===== src/rtl/region_scanner_if.sv =====
// Solver and pixel-output handshake bundle for region_scanner.
// The master side is the scanner. The slave side is the solver or pixel sink.
interface region_scanner_if #(
  parameter int COORD_W = 27,
  parameter int ITER_W  = 32,
  parameter int OUT_W   = 4,
  parameter int DIM_W   = 10
);
  logic               solv_start;
  logic [COORD_W-1:0] solv_c_re;
  logic [COORD_W-1:0] solv_c_im;
  logic               solv_ready;
  logic [ITER_W-1:0]  solv_iter;

  logic               out_valid;
  logic               out_ready;
  logic [DIM_W-1:0]   out_col;
  logic [DIM_W-1:0]   out_row;
  logic [OUT_W-1:0]   out_value;

  modport master (
    output solv_start, solv_c_re, solv_c_im, out_valid, out_col, out_row, out_value,
    input  solv_ready, solv_iter, out_ready
  );

  modport slave (
    input  solv_start, solv_c_re, solv_c_im, out_valid, out_col, out_row, out_value,
    output solv_ready, solv_iter, out_ready
  );
endinterface


===== src/rtl/region_scanner.sv =====
// Raster scanner over a rectangular region of the complex plane.
// For each pixel the scanner launches the external solver and waits for its result.
// The iteration count returned by the solver is mapped to a shade and emitted on a
// valid/ready port. Rows are interleaved across NUM_SOLVERS scanners. This instance
// handles rows SOLVER_ID, SOLVER_ID+NUM_SOLVERS, and so on.
//
// state | meaning
// IDLE  | no scan in progress; waiting for start
// ISSUE | solv_start is high for this single cycle
// WAIT  | coordinate held; waiting for solv_ready
// EMIT  | out_valid is high; waiting for out_ready
// DONE  | scan complete; done is high until a start or an abort
module region_scanner #(
  parameter int COORD_W     = 27,
  parameter int ITER_W      = 32,
  parameter int OUT_W       = 4,
  parameter int OUT_LSB     = 4,
  parameter int SOLVER_ID   = 0,
  parameter int NUM_SOLVERS = 1,
  parameter int DIM_W       = 10
) (
  input  logic               clock,
  input  logic               reset,
  input  logic               start,
  input  logic               abort,
  input  logic [COORD_W-1:0] min_x,
  input  logic [COORD_W-1:0] min_y,
  input  logic [COORD_W-1:0] dx,
  input  logic [COORD_W-1:0] dy,
  input  logic [DIM_W-1:0]   num_cols,
  input  logic [DIM_W-1:0]   num_rows,
  output logic               busy,
  output logic               done,
  region_scanner_if.master   bus
);

  typedef enum logic [2:0] {IDLE, ISSUE, WAIT, EMIT, DONE} state_t;

  localparam logic [DIM_W:0]   SID_R    = (DIM_W+1)'(SOLVER_ID);
  localparam logic [DIM_W:0]   NS_R     = (DIM_W+1)'(NUM_SOLVERS);
  localparam logic [COORD_W-1:0] SID_C  = COORD_W'(SOLVER_ID);
  localparam logic [COORD_W-1:0] NS_C   = COORD_W'(NUM_SOLVERS);
  localparam logic [ITER_W-1:0] SHADE_MAX = ITER_W'((1 << OUT_W) - 1);

  state_t             state_q, state_d;
  logic [DIM_W-1:0]   col_q, col_d;
  logic [DIM_W:0]     row_q, row_d;
  logic [COORD_W-1:0] x_q, x_d;
  logic [COORD_W-1:0] y_q, y_d;
  logic [COORD_W-1:0] min_x_q, min_x_d;
  logic [COORD_W-1:0] dx_q, dx_d;
  logic [COORD_W-1:0] y_stride_q, y_stride_d;
  logic [DIM_W-1:0]   num_cols_q, num_cols_d;
  logic [DIM_W-1:0]   num_rows_q, num_rows_d;
  logic [OUT_W-1:0]   shade_q, shade_d;
  logic               solv_start_q, solv_start_d;
  logic               out_valid_q, out_valid_d;
  logic               busy_q, busy_d;
  logic               done_q, done_d;

  logic [ITER_W-1:0]  iter_shift;
  logic [OUT_W-1:0]   shade;
  logic               last_col;
  logic [DIM_W:0]     row_next;

  // Map the solver iteration count to a shade: negative counts give 0 and large counts saturate.
  always_comb begin
    iter_shift = bus.solv_iter >> OUT_LSB;
    shade      = '0;
    if (bus.solv_iter[ITER_W-1]) begin
      shade = '0;
    end else if (iter_shift > SHADE_MAX) begin
      shade = '1;
    end else begin
      shade = iter_shift[OUT_W-1:0];
    end
  end

  // Next-state and next-output logic for the scan sequencer. Abort overrides every branch.
  always_comb begin
    state_d      = state_q;
    col_d        = col_q;
    row_d        = row_q;
    x_d          = x_q;
    y_d          = y_q;
    min_x_d      = min_x_q;
    dx_d         = dx_q;
    y_stride_d   = y_stride_q;
    num_cols_d   = num_cols_q;
    num_rows_d   = num_rows_q;
    shade_d      = shade_q;
    solv_start_d = 1'b0;
    out_valid_d  = out_valid_q;
    last_col     = (col_q == (num_cols_q - DIM_W'(1)));
    row_next     = row_q + NS_R;

    unique case (state_q)
      IDLE, DONE: begin
        if (start) begin
          min_x_d    = min_x;
          dx_d       = dx;
          y_stride_d = NS_C * dy;
          num_cols_d = num_cols;
          num_rows_d = num_rows;
          col_d      = '0;
          row_d      = SID_R;
          x_d        = min_x;
          y_d        = min_y + SID_C * dy;
          if (num_cols == '0 || num_rows == '0 || SID_R >= {1'b0, num_rows}) begin
            state_d = DONE;
          end else begin
            state_d      = ISSUE;
            solv_start_d = 1'b1;
          end
        end
      end
      ISSUE: begin
        state_d = WAIT;
      end
      WAIT: begin
        if (bus.solv_ready) begin
          shade_d     = shade;
          out_valid_d = 1'b1;
          state_d     = EMIT;
        end
      end
      EMIT: begin
        if (bus.out_ready) begin
          out_valid_d = 1'b0;
          if (last_col) begin
            col_d = '0;
            x_d   = min_x_q;
            row_d = row_next;
            y_d   = y_q + y_stride_q;
          end else begin
            col_d = col_q + DIM_W'(1);
            x_d   = x_q + dx_q;
          end
          if (last_col && row_next >= {1'b0, num_rows_q}) begin
            state_d = DONE;
          end else begin
            state_d      = ISSUE;
            solv_start_d = 1'b1;
          end
        end
      end
      default: begin
        state_d = IDLE;
      end
    endcase

    if (abort) begin
      state_d      = IDLE;
      solv_start_d = 1'b0;
      out_valid_d  = 1'b0;
    end

    busy_d = (state_d == ISSUE) || (state_d == WAIT) || (state_d == EMIT);
    done_d = (state_d == DONE);
  end

  // State and output registers with synchronous reset.
  always_ff @(posedge clock) begin
    if (reset) begin
      state_q      <= IDLE;
      col_q        <= '0;
      row_q        <= '0;
      x_q          <= '0;
      y_q          <= '0;
      min_x_q      <= '0;
      dx_q         <= '0;
      y_stride_q   <= '0;
      num_cols_q   <= '0;
      num_rows_q   <= '0;
      shade_q      <= '0;
      solv_start_q <= 1'b0;
      out_valid_q  <= 1'b0;
      busy_q       <= 1'b0;
      done_q       <= 1'b0;
    end else begin
      state_q      <= state_d;
      col_q        <= col_d;
      row_q        <= row_d;
      x_q          <= x_d;
      y_q          <= y_d;
      min_x_q      <= min_x_d;
      dx_q         <= dx_d;
      y_stride_q   <= y_stride_d;
      num_cols_q   <= num_cols_d;
      num_rows_q   <= num_rows_d;
      shade_q      <= shade_d;
      solv_start_q <= solv_start_d;
      out_valid_q  <= out_valid_d;
      busy_q       <= busy_d;
      done_q       <= done_d;
    end
  end

  assign bus.solv_start = solv_start_q;
  assign bus.solv_c_re  = x_q;
  assign bus.solv_c_im  = y_q;
  assign bus.out_valid  = out_valid_q;
  assign bus.out_col    = col_q;
  assign bus.out_row    = row_q[DIM_W-1:0];
  assign bus.out_value  = shade_q;
  assign busy           = busy_q;
  assign done           = done_q;

endmodule

===== src/flat_wrapper.sv =====
// flat-port wrapper written by rule: the top's interface ports become plain ports
module region_scanner_flat 
#(
  parameter int COORD_W     = 27,
  parameter int ITER_W      = 32,
  parameter int OUT_W       = 4,
  parameter int OUT_LSB     = 4,
  parameter int SOLVER_ID   = 0,
  parameter int NUM_SOLVERS = 1,
  parameter int DIM_W       = 10
)
  (clock, reset, start, abort, min_x, min_y, dx, dy, num_cols, num_rows, busy, done, bus_solv_start, bus_solv_c_re, bus_solv_c_im, bus_out_valid, bus_out_col, bus_out_row, bus_out_value, bus_solv_ready, bus_solv_iter, bus_out_ready);
  region_scanner_if #(.COORD_W(COORD_W), .ITER_W(ITER_W), .OUT_W(OUT_W), .DIM_W(DIM_W)) bus_i ();
  input  logic clock;
  input  logic reset;
  input  logic start;
  input  logic abort;
  input  logic [COORD_W-1:0] min_x;
  input  logic [COORD_W-1:0] min_y;
  input  logic [COORD_W-1:0] dx;
  input  logic [COORD_W-1:0] dy;
  input  logic [DIM_W-1:0] num_cols;
  input  logic [DIM_W-1:0] num_rows;
  output logic busy;
  output logic done;
  output wire logic [$bits(bus_i.solv_start)-1:0] bus_solv_start;
  output wire logic [$bits(bus_i.solv_c_re)-1:0] bus_solv_c_re;
  output wire logic [$bits(bus_i.solv_c_im)-1:0] bus_solv_c_im;
  output wire logic [$bits(bus_i.out_valid)-1:0] bus_out_valid;
  output wire logic [$bits(bus_i.out_col)-1:0] bus_out_col;
  output wire logic [$bits(bus_i.out_row)-1:0] bus_out_row;
  output wire logic [$bits(bus_i.out_value)-1:0] bus_out_value;
  input wire logic [$bits(bus_i.solv_ready)-1:0] bus_solv_ready;
  input wire logic [$bits(bus_i.solv_iter)-1:0] bus_solv_iter;
  input wire logic [$bits(bus_i.out_ready)-1:0] bus_out_ready;
  assign bus_solv_start = bus_i.solv_start;
  assign bus_solv_c_re = bus_i.solv_c_re;
  assign bus_solv_c_im = bus_i.solv_c_im;
  assign bus_out_valid = bus_i.out_valid;
  assign bus_out_col = bus_i.out_col;
  assign bus_out_row = bus_i.out_row;
  assign bus_out_value = bus_i.out_value;
  assign bus_i.solv_ready = bus_solv_ready;
  assign bus_i.solv_iter = bus_solv_iter;
  assign bus_i.out_ready = bus_out_ready;
  region_scanner #(.COORD_W(COORD_W), .ITER_W(ITER_W), .OUT_W(OUT_W), .OUT_LSB(OUT_LSB), .SOLVER_ID(SOLVER_ID), .NUM_SOLVERS(NUM_SOLVERS), .DIM_W(DIM_W)) u_core (.clock(clock), .reset(reset), .start(start), .abort(abort), .min_x(min_x), .min_y(min_y), .dx(dx), .dy(dy), .num_cols(num_cols), .num_rows(num_rows), .busy(busy), .done(done), .bus(bus_i));
endmodule

===== config.mk =====
export PLATFORM = sky130hd
export DESIGN_NAME = region_scanner_flat
export DESIGN_NICKNAME = d
export VERILOG_FILES = /design/src/rtl/region_scanner_if.sv /design/src/rtl/region_scanner.sv /design/src/flat_wrapper.sv
export SDC_FILE = /design/constraint.sdc
export NUM_CORES = 1
export LEC_CHECK = 0
export CELL_PAD_IN_SITES_DETAIL_PLACEMENT = 1
export CELL_PAD_IN_SITES_GLOBAL_PLACEMENT = 2
export CORE_MARGIN = 3
export CORE_UTILIZATION = 31
export DETAILED_ROUTE_END_ITERATION = 10
export GPL_TIMING_DRIVEN = 0
export PLACE_DENSITY_LB_ADDON = 0.15
export SETUP_SLACK_MARGIN = 0.2
export SYNTH_ARGS = -nofsm -noshare
export SYNTH_HDL_FRONTEND = slang
export SYNTH_SLANG_ARGS = --single-unit

===== constraint.sdc =====
create_clock -name clock -period 5.9 [get_ports clock]
set_clock_uncertainty 0.05 [all_clocks]
set_input_delay 0.885 -clock clock [delete_from_list [all_inputs] [get_ports clock]]
set_output_delay 0.885 -clock clock [all_outputs]
set_load 0.02 [all_outputs]

==> impl_metrics.json, run 1 <==
{
  "viasPerCell": 5.28,
  "cts_buffers": 17,
  "max_slew_margin": 0.0875,
  "clockRootBuffer": "clkbuf_16",
  "synth_fp_nets": 1676,
  "setup_viol": 0,
  "die_y_um": 194,
  "yosys_most_used_dff": "dfxtp_1",
  "synth_seq_cells": 187,
  "synth_seq_area_share": 0.340,
  "hpwl_um": 35400,
  "ir_drop_v": 0.000227,
  "gp_congestion": 0.866,
  "path_class": "flop to flop",
  "holdWs_ns": 0.403,
  "drtIter0Drc": 461,
  "syn_area_per_cell_um2": 7.63,
  "wl_per_cell_um": 21.0,
  "netlist_area_mm2": 0.0110,
  "fp-row-count": 68,
  "syn_to_final_growth_pct": 32.5,
  "start_kind": "flop",
  "status": "finished clean",
  "rrSetupSlack_ns": 2.28,
  "fp.coreArea_mm2": 0.0348,
  "multi_input_area_mm2": 0.00677,
  "num_io_pins": 248,
  "gr-total-overflow": 0,
  "p_leak_nw": 5.86,
  "yosysWarnings": 0,
  "nFillCells": 4259,
  "async_flop_share": 0,
  "layout.nets": 1938,
  "yosysMostFrequentCell": "nand2_1",
  "cp_max_fo": 10,
  "cp-end-kind": "flop",
  "routed_wl_um": 45600,
  "drc_errors": 0,
  "initial_core_util": 0.317,
  "insertion_delay_ns": 0.47,
  "synthTopCellsByCount": "nand2_1, dfxtp_1, a21oi_1",
  "htree_num_levels": 4,
  "synth_cell_types": 70,
  "power_per_cell_area_mw_per_mm2": 232,
  "min_path_type": "flop to flop",
  "post-route-period-util": 0.613,
  "rsz0062_at_grt": "no",
  "grt_max_degree": 19,
  "post_cts_buffers": 0,
  "grtUsageTotal": 0.235,
  "regArea_mm2": 0.00374,
  "synthCells": 1443,
  "vias": 11484,
  "synth_area_leaders": "dfxtp_1, nand2_1, a21oi_1",
  "grt_pass1_vias": 11723,
  "postRouteAntennaNets": 0,
  "tightest_slew_ns": 1.36,
  "clock-sinks": 187,
  "hold_violations": 0,
  "synth_edf_count": 0,
  "finalCriticalPeriod_ns": 3.62,
  "clockBufferDepth": 2,
  "path_clk_slew_ns": 0.08,
  "cp_data_required_time_ns": 6.17,
  "first_pass_iters": 5,
  "cts_tree": "done",
  "dieArea_mm2": 0.0378,
  "max_freq_ghz": 0.276,
  "antenna_found_initial": 2,
  "cts_resized": 0,
  "synth_top_area_share": 0.340,
  "die-width_um": 194,
  "crit_arrival_ns": 3.88,
  "port_buffers": 243,
  "tns_ns": 0,
  "cap_violations": 0,
  "hold_buffers": 0,
  "final_max_slew_viol_count": 0,
  "drive_above_1_share": 0.0390,
  "grt_pass1_wl_um": 69400,
  "yosysTopAreaCell": "dfxtp_1"
}
-- sequential cells by signal, indices dropped and copies added (netlist names) --
signal and cells:
u_core.bus.out_col 10, u_core.bus.out_valid 1, u_core.bus.out_value 4, u_core.bus.solv_c_im 27
u_core.bus.solv_c_re 27, u_core.bus.solv_start 1, u_core.busy 1, u_core.done 1
u_core.dx_q 27, u_core.min_x_q 27, u_core.num_cols_q 10, u_core.num_rows_q 10
u_core.row_q 11, u_core.state_q 3, u_core.y_stride_q 27
-- placed cells by master, fill, tap and decap left out, drive strengths merged, types with 22 or more instances in the layout --
master and count:
a211oi 22, a21o 29, a21oi 178, and3 24, clkbuf 87, clkdlybuf4s50 243, dfxtp 187, ha 65
inv 41, nand2 281, nand3 34, nor2 107, nor3 46, o21ai 60, xnor2 26, xor2 28
-- worst max-delay path: stages, from the launching register on --
cell,delay (ns)
dfxtp_1,0.42
inv_1,0.07
ha_1,0.27
nor2b_1,0.17
a31oi_1,0.26
o22ai_1,0.17
nor4_4,0.70
and2_1,0.21
buf_2,0.16
buf_2,0.32
o21ai_1,0.12
a221oi_1,0.45
nor3_1,0.10
-- path summary, 6_finish.rpt --
check,start,endpoint,depth (start not counted)
max,u_core.num_cols_q[0],u_core.bus.solv_c_re[7],12
min,u_core.min_x_q[18],u_core.min_x_q[18],2
max reg2reg,u_core.num_cols_q[0],u_core.bus.solv_c_re[7],12
min reg2reg,u_core.min_x_q[18],u_core.min_x_q[18],2
-- final cells by class --
| class | count | share of cell area |
|---|---|---|
| diodes | 2 | 0.000343 |
| plain buffers | 88 | 0.0259 |
| clock buffers | 17 | 0.0291 |
| clock inverters | 15 | 0.0105 |
| inverters | 33 | 0.00848 |
| multi-input cells | 1135 | 0.464 |
| flip-flops and latches | 187 | 0.256 |
| well taps | 455 | 0.0390 |
| repair buffers | 243 | 0.167 |
-- through the flow --
stage / total power, mW / utilization / instances / worst slack, ns / instance area (um^2)
floorplan: 1.86 / - / 1443 / 3.17 / 11000
global placement: 2.21 / 0.403 / 2141 / 2.08 / 14000
detailed placement: 2.22 / 0.403 / 2141 / 1.99 / 14000
CTS: 3.41 / 0.419 / 2173 / 2.26 / 14600
global route: 3.55 / 0.420 / 2175 / 2.04 / 14600
finish: 3.38 / 0.420 / 2175 / 2.28 / 14600
-- cell families (layout without fill, tap and decap cells) --
family,Yosys count,in the layout,synth area share
buffers and inverters,121,396,0.0456
AOI/OAI and AO/OA,415,415,0.235
DFF,187,187,0.340
adders and majority gates,67,67,0.0775
other,0,2,0
and+or+nand+nor,578,578,0.239
xor gates and xnor gates,54,54,0.0436
muxes,21,21,0.0194
-- where the power goes --
group | internal (mW) | switching [mW] | leakage, nW | total [mW]
logic | 0.346 | 0.441 | 4.04 | 0.787
clock network | 0.598 | 0.591 | 0.283 | 1.19
registers | 1.34 | 0.0689 | 1.54 | 1.41
-- metal layers --
metal	vias up	track usage	routed length [um]	part of all wire
met4	0	0.0535	746	0.016
met1	5551	0.314	21300	0.47
met5	-	0	0	0
li1	5669	-	-	-
met2	224	0.399	21800	0.48
met3	40	0.0352	1740	0.038
Power figures use the tool's default switching activity.
==> run 2, diff against run 1 <==
CORE_UTILIZATION = 26   (was 31)
clock period = 2.9 ns   (was 5.9 ns; I/O delays follow)
==> run 2 against run 1 <==
Final area rose by 11%. Sequential power grew 100%. Register-to-register slack got worse by 2.1 ns. Via count rose by 3.4%. Fmax rose by 32%. Critical endpoint is now u_core.bus.solv_c_im[26].
==> impl_metrics.json, run 2 (synthesized netlist as in run 1, its figures left out) <==
{
  "drive_above_1_share": 0.157,
  "critical_path.cell_chain": "ha_4 > inv_2 > fa_2 > nand2b_4 > a21oi_4 > o211ai_1 > o211ai_1 > a31oi_1 > xor2_1 > or4_1 > a31oi_1",
  "holdWs_ns": 0.407,
  "p_int_mw": 4.83,
  "ir_drop_v": 0.000315,
  "hpwl_um": 37700,
  "syn_to_final_growth_pct": 47.6,
  "drtIter0Drc": 550,
  "initial_core_util": 0.267,
  "placed_area_mm2": 0.0141,
  "tns_ns": 0,
  "stdcell_count": 2318,
  "path_clk_slew_ns": 0.08,
  "clock_power_share": 0.340,
  "clockRootBuffer": "clkbuf_16",
  "clock-sinks": 187,
  "hold_buffers": 0,
  "cap_violations": 0,
  "setup_ws_ns": 0.156,
  "rsz0062_at_grt": "yes",
  "port_buffers": 243,
  "nFillCells": 4942,
  "viasPerCell": 5.12,
  "dp_slack_ns": -0.648,
  "vias": 11873,
  "critPathMaxStageDelay_ns": 0.41,
  "grt_max_degree": 19,
  "postRouteAntennaNets": 0,
  "grt_pass1_wl_um": 73300,
  "fp-row-count": 74,
  "die_y_um": 212,
  "start_kind": "flop",
  "hold_violations": 0,
  "insertion_delay_ns": 0.46,
  "layout.cells.most_common_list": "nand2_1, clkdlybuf4s50_1, dfxtp_1, a21oi_1, nor2_1",
  "grt_pass1_vias": 11973,
  "post-route-period-util": 0.946,
  "setup_viol": 0,
  "gp_congestion": 0.849,
  "stdcell_area_mm2": 0.0163,
  "antenna_found_initial": 0,
  "cp_max_fo": 3,
  "layout.nets": 2006,
  "power_per_cell_area_mw_per_mm2": 443,
  "htree_num_levels": 4,
  "clockBufferDepth": 2,
  "dieArea_mm2": 0.0449,
  "die-width_um": 212,
  "final_max_slew_viol_count": 0,
  "wl_per_cell_um": 21.7,
  "routed_wl_um": 50400,
  "n_antenna_cell": 0,
  "cts_tree": "done",
  "num_io_pins": 248,
  "power_frac_comb": 0.261,
  "cp_data_required_time_ns": 3.24,
  "first_pass_iters": 7,
  "max_freq_ghz": 0.364,
  "min_path_type": "flop to flop",
  "pwr-share-seq": 0.399,
  "status": "finished clean",
  "tightest_slew_ns": 0.932,
  "swShare": 0.328,
  "cts_buffers": 17,
  "p_leak_nw": 6.43,
  "grtUsageTotal": 0.215,
  "max_slew_margin": 0.379,
  "drc_errors": 0,
  "finalCriticalPeriod_ns": 2.74,
  "cp_slowest_cell": "or4_1",
  "fp.coreArea_mm2": 0.0413,
  "dpl.cell_count": 2219,
  "final_core_util": 0.394,
  "switchingPower_mw": 2.36,
  "cp-end-kind": "flop",
  "final_common_cell": "nand2_1",
  "crit_arrival_ns": 3.08,
  "gr-total-overflow": 0,
  "path_class": "flop to flop",
  "finalPower_mw": 7.20
}
## run 2: cell count changes in the layout (fill, tap and decap cells not counted), sizes merged
cell      delta
buf         +69
clkbuf       -1
clkinvlp     +1
diode        -2
inv          -2
nand2        +1
## run 2: worst paths after layout
kind	from	endpoint	slack, ns	cells past startpoint
setup reg to reg	u_core.y_stride_q[0]	u_core.bus.solv_c_im[26]	0.16	11
hold reg to reg	u_core.min_x_q[12]	u_core.min_x_q[12]	0.41	2
setup / recovery	u_core.y_stride_q[0]	u_core.bus.solv_c_im[26]	0.16	11
hold / removal	u_core.min_x_q[12]	u_core.min_x_q[12]	0.41	2
## run 2: area by class of cell
| type | count | area [um^2] | share of cell area |
|---|---|---|---|
| well taps | 532 | 666 | 0.0410 |
| inverters | 33 | 126 | 0.00777 |
| repair buffers | 310 | 3090 | 0.190 |
| clock inverters | 14 | 154 | 0.00947 |
| clock buffers | 18 | 439 | 0.0270 |
| flip-flops and latches | 187 | 3790 | 0.233 |
| multi-input cells | 1136 | 7490 | 0.461 |
| plain buffers | 88 | 504 | 0.0310 |
## run 2: power by group through the flow
stage	Sequential (mW)	Clock, mW	Combinational, mW
after floorplan	2.95	0	0.830
after global placement	2.92	0	1.59
after detailed placement	2.92	0	1.62
after CTS	2.87	2.52	1.72
after global routing	2.90	2.61	2.04
final	2.88	2.45	1.88
## run 2: what timing repair did
item,in CTS,in global routing
cloned,0,6
setup buffers,23,38
setup endpoints to repair,120,146
gates resized for setup,93,164
pin swaps,18,64
## run 2: worst max-delay path, delay by kind of cell (launching register included)
family,cells,cell delay [ns]
buffers and inverters,1,0.04
AOI/OAI and AO/OA,5,0.97
and+or+nand+nor,2,0.57
xor gates and xnor gates,1,0.19
adders and majority gates,2,0.48
DFF,1,0.37
## run 2: per-layer routing
metal	global-route usage	routed length (um)	vias to the layer above
met3	0.0325	1830	53
met4	0.0510	1050	0
li1	-	-	5803
met5	0	0	-
met2	0.358	23800	237
met1	0.295	23700	5780
==> run 3, diff against run 2 <==
TNS_END_PERCENT = 50   (was unset)
==> run 3 against run 2 <==
Via count fell by 0.58%. Critical path depth did not move. Sequential cell count did not move.
==> impl_metrics.json, run 3 (synthesized netlist as in run 1, its figures left out) <==
{
  "nFillCells": 4917,
  "crit_arrival_ns": 3.12,
  "stdcell_area_mm2": 0.0161,
  "cts_buffers": 17,
  "final_max_slew_viol_count": 0,
  "rsz0062_at_grt": "yes",
  "layout.cells.most_common_list": "nand2_1, clkdlybuf4s50_1, a21oi_1, dfxtp_1, nor2_1",
  "max_freq_ghz": 0.358,
  "min_from": "u_core.min_x_q[9]",
  "finalPower_mw": 7.12,
  "max_slew_margin": 0.322,
  "fp.coreArea_mm2": 0.0413,
  "drtIter0Drc": 556,
  "reg2regPathDepth": 11,
  "initial_core_util": 0.267,
  "path_class": "flop to flop",
  "gp_congestion": 0.821,
  "stdcell_count": 2293,
  "clockBufferDepth": 2,
  "tns_ns": 0,
  "antenna_found_initial": 1,
  "cp_max_fo": 3,
  "die-width_um": 212,
  "dieArea_mm2": 0.0449,
  "layout.nets": 1981,
  "setup_viol": 0,
  "placed_area_mm2": 0.0141,
  "r2r-end": "u_core.bus.solv_c_im[26]",
  "drc_errors": 0,
  "dpl.cell_count": 2219,
  "htree_num_levels": 4,
  "routed_wl_um": 50000,
  "cp_data_required_time_ns": 3.23,
  "status": "finished clean",
  "first_pass_iters": 5,
  "finalCriticalPeriod_ns": 2.79,
  "rrSetupSlack_ns": 0.11,
  "path_clk_slew_ns": 0.08,
  "clockRootBuffer": "clkbuf_16",
  "hold_violations": 0,
  "vias": 11804,
  "final_common_cell": "nand2_1",
  "clock-sinks": 187,
  "port_buffers": 243,
  "grt_pass1_vias": 11894,
  "postRouteAntennaNets": 0,
  "fp-row-count": 74,
  "p_leak_nw": 6.30,
  "holdWs_ns": 0.409,
  "hpwl_um": 37700,
  "power_per_cell_area_mw_per_mm2": 444,
  "num_io_pins": 248,
  "grtUsageTotal": 0.214,
  "gr-total-overflow": 0,
  "syn_to_final_growth_pct": 45.7,
  "worstReg2RegStart": "u_core.y_stride_q[0]",
  "grt_pass1_wl_um": 72800,
  "ir_drop_v": 0.000346,
  "cap_violations": 0,
  "min_path_type": "flop to flop",
  "drive_above_1_share": 0.148,
  "insertion_delay_ns": 0.46,
  "post-route-period-util": 0.963,
  "whs_endpoint": "u_core.min_x_q[9]",
  "holdPathStages": 2,
  "wl_per_cell_um": 21.8,
  "die_y_um": 212,
  "cts_tree": "done",
  "start_kind": "flop",
  "grt_max_degree": 18,
  "viasPerCell": 5.15,
  "cp-end-kind": "flop",
  "tightest_slew_ns": 1.01,
  "hold_buffers": 0,
  "n_antenna_cell": 0
}
[run 3: changes by cell type in the layout (fill, tap and decap cells not counted), sizes merged]
cell / delta
buf: -31
nand2: -1
clkinv: -2
clkinvlp: +2
clkbuf: +7
[run 3: routing by layer]
metal / part of all wire / up-vias / wire, um / global-route usage
met3: 0.032 / 36 / 1610 / 0.0328
met1: 0.48 / 5791 / 24000 / 0.297
met5: 0.00026 / - / 13 / 0
met2: 0.48 / 216 / 23800 / 0.354
met4: 0.011 / 2 / 553 / 0.0434
li1: - / 5759 / - / -
[run 3: worst max path at each step]
stage                                  startpoint                  endpoint  cells past startpoint
after floorplan           u_core.bus.solv_c_im[0]  u_core.bus.solv_c_im[26]                     11
after global placement       u_core.num_cols_q[3]  u_core.bus.solv_c_im[19]                      9
after detailed placement     u_core.num_cols_q[0]   u_core.bus.solv_c_re[7]                     12
after CTS                    u_core.y_stride_q[0]  u_core.bus.solv_c_im[26]                     11
after global routing         u_core.y_stride_q[0]  u_core.bus.solv_c_im[26]                     11
final                        u_core.y_stride_q[0]  u_core.bus.solv_c_im[26]                     11
[run 3: power by group]
group	total, mW	internal [mW]	switching [mW]	leakage [nW]
clock network	2.39	1.20	1.18	0.265
registers	2.88	2.72	0.156	1.55
logic	1.86	0.855	1.00	4.49
[run 3: layout make-up]
class | count | area [um^2] | area share
plain buffers | 88 | 528 | 0.0329
clock buffers | 18 | 429 | 0.0267
flip-flops and latches | 187 | 3790 | 0.236
repair buffers | 286 | 2870 | 0.179
clock inverters | 14 | 135 | 0.00842
multi-input cells | 1135 | 7510 | 0.468
inverters | 33 | 124 | 0.00772
well taps | 532 | 666 | 0.0415
[run 3: what timing repair did]
item | in CTS | in global routing
buffers inserted | 18 | 19
gates cloned | 0 | 5
endpoints found under the setup margin | 147 | 117
pin swaps | 17 | 58
resized for setup | 94 | 162
[run 3: metrics by stage]
stage | setup WS, ns | util
detailed placement | -0.671 | 0.342
finish | 0.108 | 0.389
CTS | 0.0939 | 0.368
global route | -0.0263 | 0.389
floorplan | 0.175 | -
global placement | -0.817 | 0.342
[run 3: critical path: stages (launching register included)]
cell and delay (ns):
dfxtp_4 0.37, ha_4 0.15, inv_2 0.04, fa_2 0.33, nand2b_4 0.16, a21oi_4 0.15, o211ai_1 0.20, o211ai_1 0.35
a31oi_1 0.16, xor2_1 0.22, or4_1 0.42, a31oi_1 0.13
